File: src/rtl/mult_pkg.sv
// Shared types and constants for the mult_acc accumulator block.
package mult_pkg;
    localparam int PROD_W        = 17;
    localparam int PROD_SIGN_BIT = 16;
    localparam int ACC_W_DEF     = 24;
    localparam int LEN_W_DEF     = 8;

    typedef enum logic [1:0] {
        IDLE = 2'd0,
        ACC  = 2'd1,
        DONE = 2'd2
    } state_e;
endpackage

File: src/rtl/mult_acc_if.sv
// Frame control, product input stream and result output stream of mult_acc.
interface mult_acc_if #(
    parameter int ACC_W = 24,
    parameter int LEN_W = 8
);
    logic              start;
    logic [LEN_W-1:0]  cfg_len;
    logic              in_valid;
    logic              in_ready;
    logic [16:0]       in_product;
    logic              out_valid;
    logic              out_ready;
    logic [ACC_W-1:0]  out_sum;
    logic              out_ovf;
    logic              busy;

    modport master (
        output start, cfg_len, in_valid, in_product, out_ready,
        input  in_ready, out_valid, out_sum, out_ovf, busy
    );
    modport slave (
        input  start, cfg_len, in_valid, in_product, out_ready,
        output in_ready, out_valid, out_sum, out_ovf, busy
    );
endinterface

File: src/rtl/mult_sm2tc.sv
// Sign-magnitude product to sign-extended two's complement; -0 maps to 0.
module mult_sm2tc
    import mult_pkg::*;
#(
    parameter int OUT_W = ACC_W_DEF
) (
    input  logic [PROD_W-1:0] prod_i,
    output logic [OUT_W-1:0]  tc_o
);
    logic [OUT_W-1:0] mag_ext;

    assign mag_ext = OUT_W'(prod_i[PROD_SIGN_BIT-1:0]);
    assign tc_o    = prod_i[PROD_SIGN_BIT] ? (~mag_ext + 1'b1) : mag_ext;
endmodule

File: src/rtl/mult_acc.sv
// Framed signed accumulator of sign-magnitude products.
// Optional saturation with sticky overflow flag: define MULT_ACC_SAT_EN.
module mult_acc
    import mult_pkg::*;
#(
    parameter int ACC_W = ACC_W_DEF,
    parameter int LEN_W = LEN_W_DEF
) (
    input  logic     clk,
    input  logic     rst_n,
    mult_acc_if.slave bus
);
    localparam logic [ACC_W-1:0] ACC_MAX = {1'b0, {(ACC_W-1){1'b1}}};
    localparam logic [ACC_W-1:0] ACC_MIN = {1'b1, {(ACC_W-1){1'b0}}};

    state_e           state_q, state_d;
    logic [ACC_W-1:0] acc_q, acc_d;
    logic [LEN_W-1:0] cnt_q, cnt_d;
    logic [ACC_W-1:0] prod_tc, sum_raw, sum_add;
    logic             xfer, frame_start, add_ovf;

    mult_sm2tc #(.OUT_W(ACC_W)) u_sm2tc (
        .prod_i (bus.in_product),
        .tc_o   (prod_tc)
    );

    assign xfer        = (state_q == ACC) && bus.in_valid;
    assign frame_start = (state_q == IDLE) && bus.start;
    assign sum_raw     = acc_q + prod_tc;
    // Signed overflow: operands agree in sign, result does not.
    assign add_ovf     = (acc_q[ACC_W-1] == prod_tc[ACC_W-1]) &&
                         (sum_raw[ACC_W-1] != acc_q[ACC_W-1]);

`ifdef MULT_ACC_SAT_EN
    logic ovf_q, ovf_d;

    assign sum_add = add_ovf ? (acc_q[ACC_W-1] ? ACC_MIN : ACC_MAX) : sum_raw;

    always_comb begin
        ovf_d = ovf_q;
        if (frame_start)
            ovf_d = 1'b0;
        else if (xfer && add_ovf)
            ovf_d = 1'b1;
    end

    always_ff @(posedge clk) begin
        if (!rst_n) ovf_q <= 1'b0;
        else        ovf_q <= ovf_d;
    end

    assign bus.out_ovf = ovf_q;
`else
    assign sum_add     = sum_raw;
    assign bus.out_ovf = 1'b0;
`endif

    always_comb begin
        state_d = state_q;
        acc_d   = acc_q;
        cnt_d   = cnt_q;
        unique case (state_q)
            IDLE: begin
                if (bus.start) begin
                    acc_d   = '0;
                    cnt_d   = bus.cfg_len;
                    state_d = (bus.cfg_len == '0) ? DONE : ACC;
                end
            end
            ACC: begin
                if (xfer) begin
                    acc_d = sum_add;
                    cnt_d = cnt_q - 1'b1;
                    if (cnt_q == LEN_W'(1)) state_d = DONE;
                end
            end
            DONE: begin
                if (bus.out_ready) state_d = IDLE;
            end
            default: state_d = IDLE;
        endcase
    end

    always_ff @(posedge clk) begin
        if (!rst_n) begin
            state_q <= IDLE;
            acc_q   <= '0;
            cnt_q   <= '0;
        end else begin
            state_q <= state_d;
            acc_q   <= acc_d;
            cnt_q   <= cnt_d;
        end
    end

    assign bus.in_ready  = (state_q == ACC);
    assign bus.out_valid = (state_q == DONE);
    assign bus.busy      = (state_q != IDLE);
    assign bus.out_sum   = acc_q;
endmodule

File: src/flat_wrapper.sv
// flat-port wrapper written by rule: the top's interface ports become plain ports
module mult_acc_flat import mult_pkg::*;
#(
    parameter int ACC_W = ACC_W_DEF,
    parameter int LEN_W = LEN_W_DEF
)
  (clk, rst_n, bus_start, bus_cfg_len, bus_in_valid, bus_in_product, bus_out_ready, bus_in_ready, bus_out_valid, bus_out_sum, bus_out_ovf, bus_busy);
  mult_acc_if #(.ACC_W(ACC_W), .LEN_W(LEN_W)) bus_i ();
  input  logic clk;
  input  logic rst_n;
  input wire logic [$bits(bus_i.start)-1:0] bus_start;
  input wire logic [$bits(bus_i.cfg_len)-1:0] bus_cfg_len;
  input wire logic [$bits(bus_i.in_valid)-1:0] bus_in_valid;
  input wire logic [$bits(bus_i.in_product)-1:0] bus_in_product;
  input wire logic [$bits(bus_i.out_ready)-1:0] bus_out_ready;
  output wire logic [$bits(bus_i.in_ready)-1:0] bus_in_ready;
  output wire logic [$bits(bus_i.out_valid)-1:0] bus_out_valid;
  output wire logic [$bits(bus_i.out_sum)-1:0] bus_out_sum;
  output wire logic [$bits(bus_i.out_ovf)-1:0] bus_out_ovf;
  output wire logic [$bits(bus_i.busy)-1:0] bus_busy;
  assign bus_i.start = bus_start;
  assign bus_i.cfg_len = bus_cfg_len;
  assign bus_i.in_valid = bus_in_valid;
  assign bus_i.in_product = bus_in_product;
  assign bus_i.out_ready = bus_out_ready;
  assign bus_in_ready = bus_i.in_ready;
  assign bus_out_valid = bus_i.out_valid;
  assign bus_out_sum = bus_i.out_sum;
  assign bus_out_ovf = bus_i.out_ovf;
  assign bus_busy = bus_i.busy;
  mult_acc #(.ACC_W(ACC_W), .LEN_W(LEN_W)) u_core (.clk(clk), .rst_n(rst_n), .bus(bus_i));
endmodule
File: config.mk
export PLATFORM = sky130hd
export DESIGN_NAME = mult_acc_flat
export DESIGN_NICKNAME = d
export VERILOG_FILES = /design/src/rtl/mult_pkg.sv /design/src/rtl/mult_acc_if.sv /design/src/rtl/mult_sm2tc.sv /design/src/rtl/mult_acc.sv /design/src/flat_wrapper.sv
export SDC_FILE = /design/constraint.sdc
export NUM_CORES = 1
export LEC_CHECK = 0
export ABC_AREA = 1
export BUFFER_PORTS_ARGS = -buffer_cell sky130_fd_sc_hd__buf_2
export CAP_MARGIN = 0
export CORE_AREA = 4 4 87 81
export CTS_BUF_LIST = sky130_fd_sc_hd__clkbuf_4 sky130_fd_sc_hd__clkbuf_8
export CTS_CLUSTER_SIZE = 20
export DETAILED_ROUTE_END_ITERATION = 8
export DIE_AREA = 0 0 91 85
export GPL_TIMING_DRIVEN = 0
export PLACE_DENSITY = 0.83
export SYNTH_ARGS = -nofsm -noshare
export SYNTH_HDL_FRONTEND = slang
export SYNTH_SLANG_ARGS = --single-unit
File: constraint.sdc
create_clock -name clk -period 3.1 [get_ports clk]
set_input_delay 0.155 -clock clk [delete_from_list [all_inputs] [get_ports clk]]
set_output_delay 0.155 -clock clk [all_outputs]
set_load 0.02 [all_outputs]
==> summary.log <==
[status] outcome complete, no violations
[timing] largest clock skew in the final design 8.67 ps
[logic_synthesis] number of flops mapped to enable cells by yosys 0
[logic_synthesis] number of unique standard cell types used by synthesis 40
[clock_network] H-tree depth 2
[setup_path] CP Capture Type flop
[finish] layout-stage area growth over the synthesis result 13.3%
[timing] final count of pins violating max slew 0
[pwr] leakage power of the design 2.20 nW
[global_route] met3 usage in global routing 0.0408
[drt] remaining antenna violation count after routing 0
[finish] fraction of layout cells with a size suffix above 1 0.132
[setup_path] data arrival time of the worst path 2950 ps
[clock_network] sink count of the clock tree 34
[timing] RSZ-0062 raised after global routing no
[placement] number of cells after detailed placement 744
[timing] FMAX 359 MHz
[global_route] largest net degree at the start of global routing 11
[global_route] met1 routing resource usage after global routing 0.319
[clock_network] clock slew at the register clock pins of the worst setup and hold paths 70 ps
[timing] Least-Margin Pin Slew 792 ps
[pwr] Power Dens Cells 770 nW/um2
[placement] final RePlAce weighted congestion 0.998
[clock_network] cell chosen for the clock root clkbuf_8
[timing] Setup-failing EPs final 0
[setup_path] data required time at the worst endpoint 3260 ps
[global_route] gr ovfl total 0
[setup_path] depth of the worst register-to-register path 13
[clock_network] Clock Path Buffers 2
[finish] number of nets in the layout 739
[clock_network] clock tree from TritonCTS done
[drt] wire length per cell after detailed routing 13.0 um
[logic_synthesis] Yosys reg bits 34
[setup_path] type of the worst setup path in2reg
[logic_synthesis] Netlist Area Pre-Place 3560 um2
[logic_synthesis] sequential share of the synthesized area 0.191
[clock_network] TritonCTS buffer count 5
[setup_path] Critical R2R Capture u_core.bus.out_sum[22]
[floorplan] DIE HEIGHT 85 um
[timing] final hold violation count 0
[drt] number of optimization iterations in the first detailed-route pass 4
[setup_path] Critical R2R Launch u_core.bus.out_sum[0]
[floorplan] Core ar. 6080 um2
[logic_synthesis] synthesized netlist cell count 616
[drt] number of vias per cell after detailed routing 5.40
[logic_synthesis] ys flop type dfxtp_1
[floorplan] number of primary I/O pins 58
[logic_synthesis] Mapped Nets 676
[drt] violation count after the first detailed-route iteration 284
[drt] final routed DRC violation total 0
[floorplan] site row count 27
[finish] fill cell count 579
[min_path] type of the worst min-delay path in2reg
[finish] Finished Layout Cells 752
[floorplan] width of the chip 91 um
[setup_path] sort of element at the start of the critical path input pin
[logic_synthesis] Async SR Flop Fraction 0
[timing] Tcrit/Tclk final 0.899
[timing] minimum setup slack in the final design 313 ps
[drt] final wirelength 9790 um
[logic_synthesis] synthesized area per cell 5.77 um2
[placement] pre-CTS worst setup slack -156 ps
[drt] via total after detailed routing 4062
[global_route] first-pass GRT wire length 16200 um
[floorplan] die area 7740 um2
[min_path] hold worst-path end u_core.cnt_q[1]
[pwr] Max VDD drop 0.545 mV
[timing] worst hold slack after final layout 110 ps
[setup_path] maximum fanout encountered on the critical timing path 6
[finish] utilization after layout 0.663
[timing] Slew HR 0.467
[global_route] all-layer global routing usage 0.252
[finish] # diodes 0
[global_route] via count of the first global-routing pass 3776
[global_route] busiest layer in global routing met2
[placement] half-perimeter wire length of the detailed placement result 7820 um
[clock_network] clock network latency to the later pin of the worst-skew pair 300 ps
[run] total of max-cap violations 0
[timing] Min Clock Period, post-route 2790 ps
[logic_synthesis] Yosys warnings 0
[global_route] fraction of met2 tracks used by global routing 0.415
[floorplan] starting density of the core 0.585
[placement] PortBufs 56
[global_route] antenna violations before repair 0
[pwr] total power draw 0.00310 W
[setup_path] reg2reg setup slack 970 ps
[min_path] instance count along the most critical hold path 3
[min_path] worst min-delay path startpoint bus_cfg_len[1]
==> cells in the mapped netlist (4+ instances only) <==
master	n	area share
ha_1	29	0.10
a21oi_1	50	0.070
nand3b_1	7	0.015
inv_1	91	0.096
nor2_1	59	0.062
buf_6	4	0.013
xor2_1	13	0.032
nand3_1	46	0.065
nand4_1	4	0.0070
or2_2	9	0.016
nand2_1	209	0.22
o21ai_0	16	0.023
nor3_1	5	0.0070
dfxtp_1	34	0.19
==> through the flow <==
step	area [um2]	TNS, ps
after CTS	4020	0
after global placement	3930	-254
after floorplan	3560	0
final	4030	0
after global routing	4030	0
after detailed placement	3930	-425
==> flip-flops by register name, indices dropped and copies added, names as in the netlist <==
register            flops
u_core.cnt_q            8
u_core.bus.out_sum     24
u_core.state_q          2
==> layer usage <==
layer  vias to the layer above  share of wire  wire (um)
met5                         -              0          0
met2                       157           0.44       4360
li1                       2066              -          -
met1                      1807           0.45       4450
met4                         0          0.033        327
met3                        32          0.067        659
==> power breakdown <==
| part | switching [W] | total [W] | leakage (nW) | internal, W |
|---|---|---|---|---|
| Sequential | 0.000127 | 0.000702 | 0.278 | 0.000575 |
| Clock | 0.000180 | 0.000369 | 0.0517 | 0.000188 |
| Combinational | 0.00130 | 0.00203 | 1.87 | 0.000731 |
| Total | 0.00161 | 0.00310 | 2.20 | 0.00150 |
==> final cells by class <==
type / count / area, um2 / share of cell area
Timing Repair Buffer: 56 / 280 / 0.0696
Clock buffer: 7 / 90.1 / 0.0224
Tap cell: 72 / 90.1 / 0.0224
Multi-Input combinational cell: 476 / 2450 / 0.607
Buffer: 10 / 73.8 / 0.0183
Inverter: 96 / 363 / 0.0901
Clock inverter: 1 / 5.00 / 0.00124
Sequential cell: 34 / 681 / 0.169
==> cells by family (layout without fill, tap and decap cells) <==
family	count (synthesis)	after routing	share of synthesized area
adder cells (fa/ha/maj)	30	30	0.108
AO/OA/AOI/OAI	85	85	0.134
AND/OR/NAND/NOR	344	344	0.404
XOR/XNOR	16	16	0.0394
flip-flops	34	34	0.191
other	1	1	0.00105
buffers and inverters	106	170	0.123
==> how the worst max path moves through the flow <==
stage | slack, ps | from | depth (start not counted) | endpoint
floorplan | 550 | bus_in_product[1] | 20 | u_core.bus.out_sum[20]
detailed placement | -160 | bus_in_product[0] | 21 | u_core.bus.out_sum[19]
global placement | -120 | bus_in_product[0] | 21 | u_core.bus.out_sum[19]
finish | 310 | bus_in_product[0] | 21 | u_core.bus.out_sum[19]
CTS | 110 | bus_in_product[0] | 21 | u_core.bus.out_sum[19]
global route | 8 | bus_in_product[1] | 21 | u_core.bus.out_sum[19]
==> worst max-delay path: stages <==
cell and delay, ps:
buf_2 110, inv_1 70, ha_1 160, inv_1 40, nor2_1 170, nand2_1 100, nor2_1 150, a21oi_1 150
nor2_4 220, nand2_1 90, xor2_1 180, ha_1 350, nand2_1 110, nor2_1 270, inv_1 80, nor2_1 130
nand3b_1 120, nand3_1 90, nand2_1 50, nand3_1 80, a21oi_1 70
==> what timing repair did <==
item                       CTS  global route
setup endpoints to repair    0             7
resized for setup            0             2
buffers inserted             0             0
hold buffers                 0             0
hold endpoints to repair     0             0
==> placed cells by master, fill, tap and decap left out, drive strengths merged <==
cell / Yosys / routed
buf: 7 / 63
conb: 1 / 1
and2: 1 / 1
nand3b: 7 / 7
a211oi: 1 / 1
or2: 9 / 9
inv: 95 / 95
a41oi: 1 / 1
nor4: 1 / 1
fa: 1 / 1
xor2: 13 / 13
nor2: 62 / 62
o21a: 1 / 1
nand2: 209 / 209
o22ai: 1 / 1
nor3: 5 / 5
dfxtp: 34 / 34
o211ai: 2 / 2
nand4: 4 / 4
clkinv: 1 / 2
nand3: 46 / 46
xnor2: 3 / 3
o31ai: 1 / 1
o211a: 1 / 1
clkbuf: 3 / 10
a21oi: 50 / 50
a31oi: 2 / 2
o21ai: 21 / 21
a21boi: 2 / 2
ha: 29 / 29
o21bai: 2 / 2
No activity file was read; power rests on OpenSTA's default activity.
